$ cat src/rtl/core_pkg.sv
// core_pkg: shared RV32I core constants, fetch FSM encoding and base opcodes
package core_pkg;

    localparam int XLEN = 32;

    localparam logic [XLEN-1:0] NOP_INSTR = 32'h0000_0013;

    typedef enum logic [2:0] {
        ST_BOOT,
        ST_REQ,
        ST_HOLD,
        ST_DRAIN,
        ST_FAULT
    } fetch_state_e;

    localparam logic [6:0] OPC_LUI      = 7'b0110111;
    localparam logic [6:0] OPC_AUIPC    = 7'b0010111;
    localparam logic [6:0] OPC_JAL      = 7'b1101111;
    localparam logic [6:0] OPC_JALR     = 7'b1100111;
    localparam logic [6:0] OPC_BRANCH   = 7'b1100011;
    localparam logic [6:0] OPC_LOAD     = 7'b0000011;
    localparam logic [6:0] OPC_STORE    = 7'b0100011;
    localparam logic [6:0] OPC_OP_IMM   = 7'b0010011;
    localparam logic [6:0] OPC_OP       = 7'b0110011;
    localparam logic [6:0] OPC_MISC_MEM = 7'b0001111;
    localparam logic [6:0] OPC_SYSTEM   = 7'b1110011;

endpackage

$ cat src/rtl/instruction_fetch.sv
// instruction_fetch: RV32I fetch stage, one outstanding imem request, redirect with stale-response drain.
// Optional FETCH_MISALIGN_TRAP_EN adds fetch_misaligned_o and a FAULT state for misaligned redirects.
module instruction_fetch
    import core_pkg::*;
#(
    parameter logic [XLEN-1:0] RESET_VECTOR = 32'h0000_0000,
    parameter logic [XLEN-1:0] NOP_INSTR    = core_pkg::NOP_INSTR
) (
    input  logic            clk,
    input  logic            rst_n,
    output logic            imem_req_o,
    output logic [XLEN-1:0] imem_addr_o,
    input  logic            imem_ack_i,
    input  logic [XLEN-1:0] imem_rdata_i,
    output logic            instr_valid_o,
    input  logic            instr_ready_i,
    output logic [XLEN-1:0] instruction_o,
    output logic [XLEN-1:0] instr_pc_o,
    input  logic            redirect_valid_i,
    input  logic [XLEN-1:0] redirect_pc_i
`ifdef FETCH_MISALIGN_TRAP_EN
    ,
    output logic            fetch_misaligned_o
`endif
);

    fetch_state_e    state_q, state_d;
    logic [XLEN-1:0] pc_q, pc_d;
    logic [XLEN-1:0] addr_q, addr_d;
    logic [XLEN-1:0] instr_q, instr_d;
    logic [XLEN-1:0] ipc_q, ipc_d;
    logic            valid_q, valid_d;
    logic            mis_q, mis_d;
    logic [XLEN-1:0] tgt_pc;
    logic            bad_pc;
    logic            redir;
    logic            fault;

`ifdef FETCH_MISALIGN_TRAP_EN
    assign tgt_pc             = redirect_pc_i;
    assign bad_pc             = |redirect_pc_i[1:0];
    assign fetch_misaligned_o = mis_q;
`else
    logic unused_low_bits;
    assign unused_low_bits = ^redirect_pc_i[1:0];
    assign tgt_pc          = {redirect_pc_i[XLEN-1:2], 2'b00};
    assign bad_pc          = 1'b0;
`endif

    // once faulted, further redirects are ignored (also while draining toward FAULT)
    assign redir = redirect_valid_i && !mis_q;
    assign fault = redir && bad_pc;

    assign imem_req_o    = (state_q == ST_REQ) || (state_q == ST_DRAIN);
    assign imem_addr_o   = addr_q;
    assign instr_valid_o = valid_q;
    assign instruction_o = instr_q;
    assign instr_pc_o    = ipc_q;

    // next-state and datapath; redirect outranks ack and ready
    always_comb begin
        state_d = state_q;
        pc_d    = pc_q;
        addr_d  = addr_q;
        instr_d = instr_q;
        ipc_d   = ipc_q;
        valid_d = valid_q;
        case (state_q)
            ST_BOOT: begin
                state_d = fault ? ST_FAULT : ST_REQ;
                if (redir) pc_d = tgt_pc;
            end
            ST_REQ: begin
                if (redir) begin
                    pc_d = tgt_pc;
                    // ack+redirect returns via BOOT so req drops for exactly one cycle
                    state_d = !imem_ack_i ? ST_DRAIN : (fault ? ST_FAULT : ST_BOOT);
                end else if (imem_ack_i) begin
                    instr_d = imem_rdata_i;
                    ipc_d   = pc_q;
                    pc_d    = pc_q + XLEN'(4);
                    valid_d = 1'b1;
                    state_d = ST_HOLD;
                end
            end
            ST_HOLD: begin
                if (redir || instr_ready_i) begin
                    valid_d = 1'b0;
                    instr_d = NOP_INSTR;
                    state_d = fault ? ST_FAULT : ST_REQ;
                    if (redir) pc_d = tgt_pc;
                end
            end
            ST_DRAIN: begin
                if (redir) pc_d = tgt_pc;
                if (imem_ack_i) state_d = (mis_q || fault) ? ST_FAULT : ST_REQ;
            end
            default: ;
        endcase
        mis_d = mis_q | fault;
        if (state_d == ST_REQ) addr_d = pc_d;
    end

    // state and datapath registers
    always_ff @(posedge clk or negedge rst_n) begin
        if (!rst_n) begin
            state_q <= ST_BOOT;
            pc_q    <= RESET_VECTOR;
            addr_q  <= RESET_VECTOR;
            instr_q <= NOP_INSTR;
            ipc_q   <= '0;
            valid_q <= 1'b0;
            mis_q   <= 1'b0;
        end else begin
            state_q <= state_d;
            pc_q    <= pc_d;
            addr_q  <= addr_d;
            instr_q <= instr_d;
            ipc_q   <= ipc_d;
            valid_q <= valid_d;
            mis_q   <= mis_d;
        end
    end

endmodule

$ cat config.mk
export PLATFORM = sky130hd
export DESIGN_NAME = instruction_fetch
export DESIGN_NICKNAME = d
export VERILOG_FILES = /design/src/rtl/core_pkg.sv /design/src/rtl/instruction_fetch.sv
export SDC_FILE = /design/constraint.sdc
export NUM_CORES = 1
export LEC_CHECK = 0
export BUFFER_PORTS_ARGS = -buffer_cell sky130_fd_sc_hd__buf_4
export CAP_MARGIN = 0
export CORE_MARGIN = 10
export CORE_UTILIZATION = 55
export CTS_BUF_LIST = sky130_fd_sc_hd__clkbuf_4 sky130_fd_sc_hd__clkbuf_8
export CTS_CLUSTER_DIAMETER = 50
export DETAILED_ROUTE_END_ITERATION = 10
export MAX_ROUTING_LAYER = met4
export PLACE_DENSITY_LB_ADDON = 0.15
export REMOVE_ABC_BUFFERS = 1
export SLEW_MARGIN = 30
export SYNTH_ARGS = -nofsm -noshare
export SYNTH_HDL_FRONTEND = slang
export SYNTH_SLANG_ARGS = --single-unit
$ cat constraint.sdc
create_clock -name clk -period 2.8 [get_ports clk]
set_input_delay 0.42 -clock clk [delete_from_list [all_inputs] [get_ports clk]]
set_output_delay 0.42 -clock clk [all_outputs]
set_load 0.01 [all_outputs]
Word level (Yosys, flattened, before mapping)
Cells that the tools add are included.
{"block": "totals", "ff_bits": 132, "latchBits": 0, "ram_bits": 0, "romBits": 0, "output_inout_bits": 98, "memories": 0}
{"block": "classes", "add_sub_neg": 1, "multipliers": 0, "div": 0, "order_cmp": 0, "n_eq_ne": 7, "shifts": 0, "muxes": 19, "n_bitwise": 1, "reduce_logical": 7}
{"cell": "32-bit two-way mux", "count": 7}
{"cell": "32-bit one-hot mux with 3 select lines", "count": 1}
{"cell": "32-bit one-hot mux with 2 select lines", "count": 1}
{"cell": "32-bit by 3-bit adder with 32-bit output (second input constant)", "count": 1}
{"cell": "3-bit two-way mux", "count": 4}
{"cell": "3-bit one-hot mux with 4 select lines", "count": 1}
{"cell": "3-bit by 1-bit equality test with 1-bit output (second input constant)", "count": 2}
{"cell": "3-bit by 2-bit equality test with 1-bit output (second input constant)", "count": 2}
{"cell": "2-bit != test (second input constant)", "count": 3}
{"cell": "4-bit AND reduction", "count": 1}
{"cell": "3-bit logical NOT", "count": 1}
{"cell": "1-bit two-way mux", "count": 3}
{"cell": "3-bit AND reduction", "count": 1}
{"cell": "1-bit logical OR", "count": 2}
{"cell": "2-bit two-way mux", "count": 1}
{"cell": "1-bit one-hot mux with 2 select lines", "count": 1}
{"cell": "2-bit nonzero test", "count": 1}
{"cell": "2-bit OR reduction", "count": 1}
{"cell": "1-bit NOT", "count": 1}

Longest topological paths before layout
{"block": "logic_depth", "word_depth": 4, "mapped_depth": 8}

Worst setup path before layout
OpenSTA, ideal clock, no wires.
{"block": "synth_path", "path_type": "flip-flop to flip-flop", "start": "register pc_q[2]", "end": "register pc_q[24]", "setup_time_ns": 0.137, "arrival_ns": 1.891, "slack_ns": 0.771, "path_stages_with_launch": 8, "path_cell_list": "dfrtp_1 ha_1 nand3_2 or4_4 buf_6 nor4_4 mux2i_1 a21oi_1"}
{"block": "synth_between", "elab_chain_len": 4}
{"element": "start: declaration", "line_no": "instruction_fetch.sv:28", "text": "logic [XLEN-1:0] pc_q, pc_d;"}
{"element": "start signal: assignment", "line_no": "instruction_fetch.sv:116", "text": "pc_q <= pc_d;"}
{"element": "32-bit by 3-bit adder with 32-bit output", "line_no": "instruction_fetch.sv:81", "text": "pc_d = pc_q + XLEN'(4);"}
{"element": "32-bit two-way mux", "line_no": "instruction_fetch.sv:78", "text": "end else if (imem_ack_i) begin"}
{"element": "32-bit two-way mux", "line_no": "instruction_fetch.sv:74", "text": "if (redir) begin"}
{"element": "32-bit one-hot mux with 3 select lines", "line_no": "instruction_fetch.sv:68", "text": "case (state_q)"}
{"element": "named net pc_d[24]", "line_no": "instruction_fetch.sv:28"}
The timed path passes the listed nets, and every way through them passes these cells.
A chain may end at the register's enable or synchronous reset.

Worst setup path in the final report
{"block": "layout_path", "start": "register pc_q[9]", "end": "register pc_q[20]"}
Same word-level chain as after synthesis.

==> results.md <==
* Setup crit end kind: flip-flop
* # diodes at 0
* Number of global-route vias before repair at 6,010
* Initial antenna violation count at 0
* R2R Path Start: pc_q[9]$_DFF_PN0_
* RSZ-0062 raised after global routing: no
* PortBufs at 164
* Max Used Layer: met4
* Dpl ws at 0.586 ns
* Worst skew pair latency at 0.44 ns
* Slew @ Worst Pin at 0.646 ns
* Min-delay worst type: in -> reg
* Reg-to-Reg End: pc_q[20]$_DFF_PN0_
* CP required at 3.13 ns
* Setup bufs post-CTS at 0
* # DRC at 0
* Die area at 16,400 um2
* Hold path startpoint: imem_rdata_i[25]
* Yosys cell types at 60
* Final Util at 71.7%
* Mean Syn Cell Area at 9.26 um2
* CTS max path bufs at 2
* Largest net degree at the start of global routing at 64
* Die Ht at 128 um
* Final WL at 18,300 um
* Area grow syn2layout at 27.7%
* Cell area after synthesis at 6410 um2
* WL met2 at 8540 um
* Crit start category: flip-flop
* Crit path kind: reg -> reg
* Drt wl/cell at 18.4 um
* Post-CTS resize count at 0
* CTS Buf Count at 17
* Final net count at 908
* # setup viols final at 0
* Cells along the critical path: nand4_4 > or4_4 > nor2_1 > a41oi_1 > o22a_1
* RePlAce Congestion at 0.899
* Worst setup startpoint: pc_q[9]$_DFF_PN0_
* Met3 WL at 1550 um
* CTS root buf: clkbuf_8
* First-pass DRT Iterations at 5
* CTS tree: yes
* Maximum vdd drop at 0.503 mV
* DRT iter0 DRCs at 543
* Reg2reg path depth at 5
* Worst R2R Setup Slack at 0.58 ns
* PD cells at 791 nW/um2
* Max-cap check violation count at 0
* Clk sinks at 132
* Max Fclk at 0.450 GHz
* Post-synth EDFFs at 0
* Outcome: completed
* Tmin final at 2.22 ns
* Fin cells at 994
* Arrival time at the worst endpoint at 2.55 ns
* Fin. max-slew vios at 0
* CTS Hold Bufs at 1
* Post-Syn Instances at 692
* Ports at 167
* Area of the core at 11,400 um2
* Sequential share of the synthesized area at 51.6%
* Worst path slowest cell: or4_4
* Leak at 3.92 nW
* GR Overflow Total at 0
* CP max FO at 11
* Detailed Place HPWL at 13,300 um
* CTS clk-pin slew, worst paths at 0.07 ns
* Worst setup endpoint: pc_q[20]$_DFF_PN0_
* Placed insts at 961
* Post-synth ARST share at 100%
* Initial Util at 56.1%
* Routed length on met1 at 7770 um
* Relative slew slack at 56.3%
* Global-route wire length before repair at 30,100 um
* Gr usage total at 23.3%
* Hold Violations, Final at 0
* Final period util at 79.3%
* Via count at 5,816
* Synth Register Bits at 132
* Setup WS post-layout at 0.578 ns
* Antenna-violating nets left at 0
* Worst clock skew at 0.00701 ns
* Yosys warns at 0
* # rows at 39
* Layout cell share with drive strength beyond 1 at 27.7%
* DR vias/cell at 5.85
* Chip width at 128 um
* Number of H-tree levels at 4
* Main synth FF type: dfrtp_1
* CP peak stage delay at 0.65 ns
==> kinds of logic after synthesis <==
kind of cell | count (synthesis) | share of synthesized area [%]
flip-flops | 132 | 51.6
multiplexers | 19 | 3.03
XOR/XNOR | 8 | 1.09
AO/OA/AOI/OAI | 151 | 16.2
AND/OR/NAND/NOR | 317 | 23.6
adder cells (fa/ha/maj) | 1 | 0.195
buffers and inverters | 64 | 4.35
==> area by class of cell <==
class	instances	area, um2
clock buffer	27	315
clock inverter	5	77.6
fill	887	3230
inverter	5	18.8
multi-input combinational	496	2850
sequential	132	3310
tap	143	179
timing repair buffer	186	1440
==> where the power goes <==
part | internal [mW] | total (mW) | switching (mW)
sequential | 2.43 | 2.82 | 0.390
clock | 0.901 | 1.60 | 0.700
combinational | 1.04 | 2.05 | 1.01
total | 4.37 | 6.47 | 2.10
==> sequential cells by signal, indices dropped and copies added (netlist names) <==
register       flops
imem_addr_o       32
instr_pc_o        32
instruction_o     32
pc_q              32
state_q            3
instr_valid_o      1
==> cells in the final DEF (no fill, tap or decap), types with 6 or more instances in the layout <==
cell type  instances
o31ai_1            6
clkbuf_4           9
buf_4            181
nand2_1          174
nor2_1            36
nor4_1             6
nor2b_1           10
o211ai_1           9
o22a_1             7
and3_1             8
clkbuf_8          18
o22ai_1            6
o21ai_0           39
mux2i_1           16
nand4_1           15
nand3_1           15
nor3_1            21
dfrtp_1          129
a22o_1            30
a21oi_1           24
xnor2_1            6
==> per-layer routing <==
metal,vias up,track usage [%]
li1,2732,-
met1,2827,28.3
met2,223,35.5
met3,34,7.73
met4,0,8.68
met5,-,-
==> cells in the mapped netlist (all sizes together) (2+ instances only) <==
| master | instances | share of area, % |
|---|---|---|
| clkbuf | 37 | 2.2 |
| or4 | 3 | 0.41 |
| and3 | 8 | 0.78 |
| nand4 | 17 | 2.1 |
| a22o | 30 | 4.1 |
| a2bb2oi | 2 | 0.27 |
| nor3 | 21 | 1.6 |
| or3 | 5 | 0.49 |
| and4 | 5 | 0.68 |
| mux2i | 16 | 2.5 |
| o31ai | 6 | 0.70 |
| a41oi | 2 | 0.27 |
| nand2b | 2 | 0.20 |
| o21a | 3 | 0.35 |
| a31o | 2 | 0.27 |
| xnor2 | 6 | 0.82 |
| a221o | 3 | 0.47 |
| a31oi | 3 | 0.29 |
| o22a | 7 | 0.96 |
| nor3b | 2 | 0.23 |
| xor2 | 2 | 0.27 |
| dfrtp | 129 | 50 |
| o211ai | 9 | 1.1 |
| o21ai | 39 | 3.0 |
| inv | 4 | 0.23 |
| nand2 | 174 | 10 |
| buf | 22 | 1.9 |
| or2 | 2 | 0.20 |
| o22ai | 6 | 0.59 |
| mux2 | 3 | 0.53 |
| a21oi | 24 | 1.9 |
| a22oi | 5 | 0.59 |
| o41ai | 2 | 0.27 |
| nand3 | 16 | 1.3 |
| a21o | 3 | 0.35 |
| and2 | 2 | 0.20 |
| dfstp | 3 | 1.2 |
| nor4 | 8 | 1.2 |
| nor2b | 10 | 0.98 |
| nor2 | 37 | 2.2 |
==> critical path: cells and delay by family (launching register included) <==
| family | cells | cell delay (ns) |
|---|---|---|
| flip-flops | 1 | 0.60 |
| AO/OA/AOI/OAI | 2 | 0.38 |
| AND/OR/NAND/NOR | 3 | 1.13 |
==> per-stage QoR <==
stage / area, um2 / power, mW / hold WS, ns / setup TNS (ns)
CTS: 8180 / 6.54 / 0.163 / 0
finish: 8180 / 6.47 / 0.188 / 0
global placement: 7780 / 4.86 / 0.450 / 0
global route: 8180 / 6.86 / 0.178 / 0
detailed placement: 7780 / 4.93 / 0.460 / 0
floorplan: 6150 / 3.69 / 0.124 / -51.03
==> worst min path at each step <==
stage	slack, ns	to	cells past startpoint
2_1_floorplan	0.12	imem_addr_o[0]$_DFFE_PN0N_	0
3_3_place_gp	0.45	instr_pc_o[0]$_DFFE_PN0P_	2
3_5_place_dp	0.46	instr_pc_o[13]$_DFFE_PN0P_	1
4_1_cts	0.16	instruction_o[12]$_DFFE_PN0P_	2
5_1_grt	0.18	instruction_o[6]$_DFFE_PN0P_	2
6_report	0.19	instruction_o[25]$_DFFE_PN0P_	2
Power figures use the tool's default switching activity.
